$ cat src/rtl/lpc_capture.sv
// lpc_capture: passive LPC I/O-cycle snooper that reports completed cycles whose address falls in [ADDR_LO, ADDR_HI].
// Reads are always captured; define LPC_CAPTURE_WRITE_EN to capture I/O writes as well.
module lpc_capture #(
  parameter logic [3:0]  START_NIBBLE = 4'h5,
  parameter logic [15:0] ADDR_LO      = 16'h0024,
  parameter logic [15:0] ADDR_HI      = 16'h0027,
  parameter int unsigned SYNC_TIMEOUT = 8
) (
  input  logic        lpc_clk,
  input  logic        reset,
  input  logic [3:0]  lpc_ad,
  input  logic        lpc_frame,
  output logic        out_valid,
  output logic [3:0]  out_cyctype_dir,
  output logic [15:0] out_addr,
  output logic [7:0]  out_data,
  output logic        out_sync_timeout,
  output logic        out_abort
);

  typedef enum logic [3:0] {
    S_IDLE, S_CYCTYPE, S_ADDR, S_WDATA1, S_WDATA2, S_TAR1,
    S_TAR2, S_SYNC, S_RDATA1, S_RDATA2, S_TAREND1, S_TAREND2
  } state_t;

  localparam logic [7:0] TMO_LIMIT = 8'(SYNC_TIMEOUT);

  state_t      state_q, state_d;
  logic [1:0]  nib_cnt;
  logic [7:0]  wait_cnt;
  logic [3:0]  cyc_sh;
  logic [15:0] addr_sh;
  logic [7:0]  data_sh;
  logic        valid_d, abort_d, timeout_d;

  logic        start_hit, sync_ready, sync_error, wait_expired;
  logic        addr_in_window, write_path, cyc_accept;
  logic [15:0] addr_full;

  assign start_hit      = !lpc_frame && (lpc_ad == START_NIBBLE);
  assign sync_ready     = (lpc_ad == 4'b0000);
  assign sync_error     = (lpc_ad == 4'b1010);
  assign wait_expired   = ((wait_cnt + 8'd1) == TMO_LIMIT);
  // The window test needs the nibble arriving this clock, not the shadow alone.
  assign addr_full      = {addr_sh[11:0], lpc_ad};
  assign addr_in_window = (addr_full >= ADDR_LO) && (addr_full <= ADDR_HI);

`ifdef LPC_CAPTURE_WRITE_EN
  assign write_path = cyc_sh[1];
  assign cyc_accept = (lpc_ad[3:2] == 2'b00);
`else
  assign write_path = 1'b0;
  assign cyc_accept = (lpc_ad[3:1] == 3'b000);
`endif

  always_ff @(posedge lpc_clk) begin
    // NOTE: sequential state is assigned with <= so every register samples pre-edge values.
    if (reset) state_q <= S_IDLE;
    else       state_q <= state_d;
  end

  always_comb begin
    // NOTE: default assignment first, so no path leaves state_d unassigned and no latch is inferred.
    state_d = state_q;
    if (!lpc_frame) begin
      state_d = start_hit ? S_CYCTYPE : S_IDLE;
    end else begin
      case (state_q)
        S_IDLE:    state_d = S_IDLE;
        S_CYCTYPE: state_d = cyc_accept ? S_ADDR : S_IDLE;
        S_ADDR: begin
          if (nib_cnt == 2'd3) begin
            if (!addr_in_window) state_d = S_IDLE;
            else                 state_d = write_path ? S_WDATA1 : S_TAR1;
          end
        end
        S_WDATA1:  state_d = S_WDATA2;
        S_WDATA2:  state_d = S_TAR1;
        S_TAR1:    state_d = S_TAR2;
        S_TAR2:    state_d = S_SYNC;
        S_SYNC: begin
          if (sync_ready)                      state_d = write_path ? S_TAREND1 : S_RDATA1;
          else if (sync_error || wait_expired) state_d = S_IDLE;
        end
        S_RDATA1:  state_d = S_RDATA2;
        S_RDATA2:  state_d = S_TAREND1;
        S_TAREND1: state_d = S_TAREND2;
        S_TAREND2: state_d = S_IDLE;
        default:   state_d = S_IDLE;
      endcase
    end
  end

  // Pulse requests are mutually exclusive by construction; they are registered below.
  always_comb begin
    valid_d   = 1'b0;
    abort_d   = 1'b0;
    timeout_d = 1'b0;
    if (!lpc_frame) begin
      abort_d = !start_hit && (state_q != S_IDLE) && (state_q != S_CYCTYPE);
    end else if (state_q == S_TAREND2) begin
      valid_d = 1'b1;
    end else if ((state_q == S_SYNC) && !sync_ready) begin
      if (sync_error) abort_d   = 1'b1;
      else            timeout_d = wait_expired;
    end
  end

  always_ff @(posedge lpc_clk) begin
    if (reset) begin
      nib_cnt          <= '0;
      wait_cnt         <= '0;
      cyc_sh           <= '0;
      addr_sh          <= '0;
      data_sh          <= '0;
      out_valid        <= 1'b0;
      out_abort        <= 1'b0;
      out_sync_timeout <= 1'b0;
      out_cyctype_dir  <= '0;
      out_addr         <= '0;
      out_data         <= '0;
    end else begin
      out_valid        <= valid_d;
      out_abort        <= abort_d;
      out_sync_timeout <= timeout_d;
      if (start_hit) begin
        nib_cnt  <= '0;
        wait_cnt <= '0;
      end else if (lpc_frame) begin
        case (state_q)
          S_CYCTYPE: cyc_sh <= lpc_ad;
          S_ADDR: begin
            addr_sh <= addr_full;
            nib_cnt <= nib_cnt + 2'd1;
          end
          S_WDATA1, S_RDATA1: data_sh[3:0] <= lpc_ad;
          S_WDATA2, S_RDATA2: data_sh[7:4] <= lpc_ad;
          S_SYNC: if (!sync_ready && !sync_error) wait_cnt <= wait_cnt + 8'd1;
          S_TAREND2: begin
            out_cyctype_dir <= cyc_sh;
            out_addr        <= addr_sh;
            out_data        <= data_sh;
          end
          default: ;
        endcase
      end
    end
  end

endmodule
$ cat config.mk
export PLATFORM = sky130hd
export DESIGN_NAME = lpc_capture
export DESIGN_NICKNAME = d
export VERILOG_FILES = /design/src/rtl/lpc_capture.sv
export SDC_FILE = /design/constraint.sdc
export NUM_CORES = 1
export LEC_CHECK = 0
export BUFFER_PORTS_ARGS = -buffer_cell sky130_fd_sc_hd__buf_4
export CORE_MARGIN = 5
export CORE_UTILIZATION = 45
export CTS_BUF_LIST = sky130_fd_sc_hd__clkbuf_8
export DETAILED_ROUTE_END_ITERATION = 7
export PLACE_DENSITY_LB_ADDON = 0.1
export SLEW_MARGIN = 20
export SYNTH_ARGS = -nofsm -noshare
export SYNTH_HDL_FRONTEND = slang
export SYNTH_SLANG_ARGS = --single-unit
$ cat constraint.sdc
create_clock -name lpc_clk -period 2.3 [get_ports lpc_clk]
set_clock_uncertainty 0.1 [all_clocks]
set_input_delay 0 -clock lpc_clk [delete_from_list [all_inputs] [get_ports lpc_clk]]
set_output_delay 0 -clock lpc_clk [all_outputs]
set_load 0.02 [all_outputs]
# == Word-level counts from Yosys, hierarchy flattened ==
# Index checks and enable logic that the tools add are counted.
# word_totals
regBits,73
elab_cells,78
# op_classes
addsub,2
n_lt_le_gt_ge,2
n_eq_ne,18
n_mux,13
n_bitwise,3
n_reduce_logical,27
# op_table
operator,count
$pmux W4 S10,1
$eq A4 B3 Y1 const B,5
$eq A4 B4 Y1 const B,5
$reduce_and A3 Y1,6
$ge A16 B6 Y1 const B,1
$le A16 B6 Y1 const B,1
$mux W4,4
$add A8 B1 Y8 const B,1
$eq A4 B2 Y1 const B,2
$eq A8 B4 Y1 const B,1
$reduce_or A2 Y1,4
$logic_and A1 B1 Y1,6
$mux W1,6
$reduce_or A5 Y1,1
$eq A4 B1 Y1 const B,1
$logic_not A1 Y1,4
$logic_not A4 Y1,1
$ne A4 B1 Y1 const B,1
$ne A4 B4 Y1 const B,1
$reduce_and A2 Y1,2
$reduce_bool A4 Y1,1
$logic_not A3 Y1,1
$mux W3,1
$ne A3 B3 Y1 const B,1
5 further kinds,7

# == Logic depth before layout (Yosys ltp) ==
# logic_depth
word_depth,7
ltp_mapped,8
depth_no_buf,6

# == Worst setup path before layout ==
# OpenSTA, ideal clock, no wires.
# synth_path
kind,register to register
from,register wait_cnt[0]
to,register state_q[2]
t_arrival_ns,1.584
required_ns,2.083
setup_slack_ns,0.499
stages_incl_launch_ff,6
path_buffers,0
period_less_slack_ns,1.801
cell_sequence,dfxtp_1 nand2_1 or4_1 a21o_1 or2_1 a22o_1
# synth_via
elab_chain_cells,5
# synth_rtl
element,line,source
start: declaration,30,logic [7:0] wait_cnt;
start signal: assignment,138,S_SYNC: if (!sync_ready && !sync_error) wait_cnt <= wait_cnt + 8'd1;
$add A8 B1 Y8,43,assign wait_expired = ((wait_cnt + 8'd1) == TMO_LIMIT);
$eq A8 B4 Y1,43,
$logic_or A1 B1 Y1,83,else if (sync_error || wait_expired) state_d = S_IDLE;
$ne A4 B4 Y1 (no source line),-,
$reduce_and A2 Y1 (no source line),-,
end signal: assignment,59,else state_q <= state_d;
end: declaration,28,"state_t state_q, state_d;"
# Every way passes these cells.
# A chain may end at the register's enable or synchronous reset.

# == Worst setup path after layout ==
# layout_path
from,input lpc_ad[3]
to,register out_abort
# layout_via
elab_chain_cells,6
# layout_rtl
element,line,source
start: declaration,11,"input logic [3:0] lpc_ad,"
$logic_not A4 Y1 or $eq A4 B3 Y1 (tied branches),"41, 40",
$logic_not A1 Y1 or $logic_and A1 B1 Y1 (tied branches),"103, 40",
$logic_and A1 B1 Y1 or $logic_not A1 Y1 (tied branches),"103, 100",
$mux W1 or $logic_and A1 B1 Y1 (tied branches),"103, 100",
$mux W1 or $logic_and A1 B1 Y1 (tied branches),"101, 100",
$mux W1 (*),99,if (!lpc_frame) begin
end signal: assignment,124,out_abort <= abort_d;
end: declaration,18,output logic out_abort
# Every way passes the cells marked *; elsewhere a longest branch is shown, timed or not.

==> key figures <==
Setup path
  – Critical Path AT: 2.16 ns
  – Crit-path cells: dlygate4sd3_1 > buf_4 > nor2_1 > and4b_1 > or2_2 > o31ai_1 > dlygate4sd3_1
  – Crit-path max FO: 11
  – CP required: 2.48 ns
  – Worst setup path class: in2reg
  – Slowest stage delay, CP: between 0.5 and 0.6 ns
  – Startpoint types: input pin
  – CP max-delay cell: dlygate4sd3_1
  – CP endpoint kind: flip-flop
  – CP dominant cell by count: dlygate4sd3_1

Logic synthesis
  – Most frequent cell after synthesis: dfxtp_1
  – Top cells by count, synth: 73 x dfxtp_1, 63 x nand2_1, 48 x nor2_1, 31 x a21oi_1, 31 x mux2i_1
  – Synth area leaders: dfxtp_1 48%, mux2i_1 10%, nand2_1 7.8%, nor2_1 6.0%, a21oi_1 5.1%
  – EDFF count, synth: 0
  – Syn_nets: 357
  – Syn_area_per_cell: about 8.7 um2
  – Post-synthesis register bit count: 73
  – Synth Instances: 347
  – Post-synth top flop: dfxtp_1
  – Sequential share of the synthesized area: between 40% and 50%
  – Yosys top cell by area: dfxtp_1
  – Cell area after synthesis: 3023 um2
  – Yosys cell types: 49
  – Synthesis Warnings: 0
  – Yosys top cell area share: between 40% and 50%
  – Synth async-reset ratio: 0%

Timing
  – Post-route setup TNS: 0 ns
  – Peak Freq: 504.0 MHz
  – Hold Violations, Final: 0
  – Slew margin rel.: 58.58%
  – Final setup violating endpoints: 0
  – Hold_ws: just under 0.05 ns
  – Actual slew at the worst max-slew pin: 0.6213 ns
  – Crit share post-route: 86.27%
  – RSZ-0062 raised after global routing: false
  – Final slew viol count: 0
  – Fin crit period: approximately 2 ns

Die
  – Row cnt: 29
  – CORE AREA: 6459 um2
  – Die W: 91.96 um
  – Ports: 38
  – Die Y: 91.96 um
  – Initial Utilization: a little under half
  – Die area: 8457 um2

Place
  – Final GP Congestion: a little under 0.9
  – DPL Wire Length: 4.083 mm
  – Port Buf Inserts: 37
  – DP Cell Count: about 440

Clock network
  – Clock Pin Slew Worst Setup and Hold Paths: 0.08 ns
  – Maximum root-to-sink buffer count: 2
  – Post-CTS Setup Repair Bufs: 0
  – Hold buffers post-CTS: 6
  – Number of buffers created by CTS: 9
  – PostCTS Resize Cnt: 0
  – CTS root buf: clkbuf_8
  – Clk Latency, worst-skew pair: around 0.34 ns
  – CTS H-tree lvls: 3
  – CTS tree: built
  – Clk sinks: 73

Detailed routing
  – Initial DRC Count: 132
  – Post-route ant nets: 0
  – Vias post-DR: 2382
  – Drt first pass iters: 4
  – Detailed-route DRC error count: 0
  – Via density: 5.134
  – Routed WL: about 6.2 mm
  – Drt wl/cell: 13.33 um

Global route
  – Global-route wire length before repair: 10.74 mm
  – Grt ovf: 0
  – Vias in the first global route: roughly 2300
  – Largest net degree at the start of global routing: 64
  – Initial antenna violation count: 0
  – GR Util All Layers: 15.61%

Cells and area
  – Share of cells above drive strength 1: between 15 and 20%
  – Post-Layout Cell Count: between 400 and 500
  – Fin nets: 393
  – # diodes: 0
  – Finished Core Util: between 50 and 60%
  – Layout area overhead: 19.95%

Run status
  – Status: complete, no violations

Hold path
  – Hold crit path type: in2reg

Pwr
  – Maximum VDD drop: ~0.35 mV
  – PwrDens: 686.2 nW/um2
  – Lkg Pwr: about 1.5 nW

Job
  – Max-cap violations: 0
power by group:
group,internal [mW],switching (mW)
combinational,0.0204,0.0391
clock,0.710,0.454
sequential,1.26,0.000543
stage by stage:
stage               worst slack, ns  cell area (um2)  total power [mW]
CTS                          0.3260             3626             2.522
global placement             0.4040             3334             1.347
global route                 0.1904             3626             2.583
finish                       0.3158             3626             2.488
floorplan                    0.4991             3023             1.327
detailed placement           0.3614             3334             1.347
path summary, 6_finish.rpt:
check / from / endpoint / slack (ns) / cells past startpoint
worst max-delay path: lpc_ad[3] / out_abort / 0.32 / 7
worst min-delay path: reset / addr_sh[11] / 0.05 / 2
worst max register to register: state_q[3] / addr_sh[1] / 0.36 / 5
worst min register to register: out_data[0] / out_data[0] / 0.35 / 2
area by class of cell:
| cell class | count | area (um2) |
|---|---|---|
| multi-input cells | 249 | 1450 |
| fillers | 641 | 2833 |
| inverters | 1 | 3.754 |
| well taps | 77 | 96.34 |
| clock buffers | 9 | 123.9 |
| flip-flops and latches | 73 | 1461 |
| repair buffers | 49 | 382.9 |
| clock inverters | 6 | 107.6 |
critical path, delay by kind of cell:
family	cells	cell delay [ns]
simple gates	3	0.64
compound gates	1	0.24
buf+inv	3	1.27
layout by cell type, fill, tap and decap left out, drive strengths merged, types with 2 or more instances in the layout:
cell type,instances
bufinv,3
a21oi,31
a31oi,2
nor3b,3
nand2b,4
nor2,48
clkbuf,9
o21ai,8
clkinv,2
or3,2
xnor2,5
nand3,5
nor4b,2
and4b,2
ha,3
buf,43
dlygate4sd3,6
xor2,7
nor4,2
dfxtp,73
nor3,3
or2,4
nor2b,3
nand4,3
mux2i,31
nand2,63
per-layer routing:
metal  track usage (%)  part of all wire [%]
met1             19.84                    50
met2             24.64                    45
met3             3.355                   2.8
met4             8.663                   1.6
met5                 0                     0
cell families after synthesis:
logic type	count (synthesis)	synth area share, %
AOI/OAI and AO/OA	52	10.02
xor gates and xnor gates	12	3.477
adders and majority gates	3	1.242
buffers and inverters	25	3.684
DFF	73	48.34
muxes	31	10.26
and+or+nand+nor	151	22.97
state kept, by name, summed over array words and instances (netlist names):
register / flops
addr_sh: 16
out_addr: 16
data_sh: 8
out_data: 8
wait_cnt: 8
cyc_sh: 4
out_cyctype_dir: 4
state_q: 4
nib_cnt: 2
out_abort: 1
out_sync_timeout: 1
out_valid: 1
No activity file was read; power rests on OpenSTA's default activity.
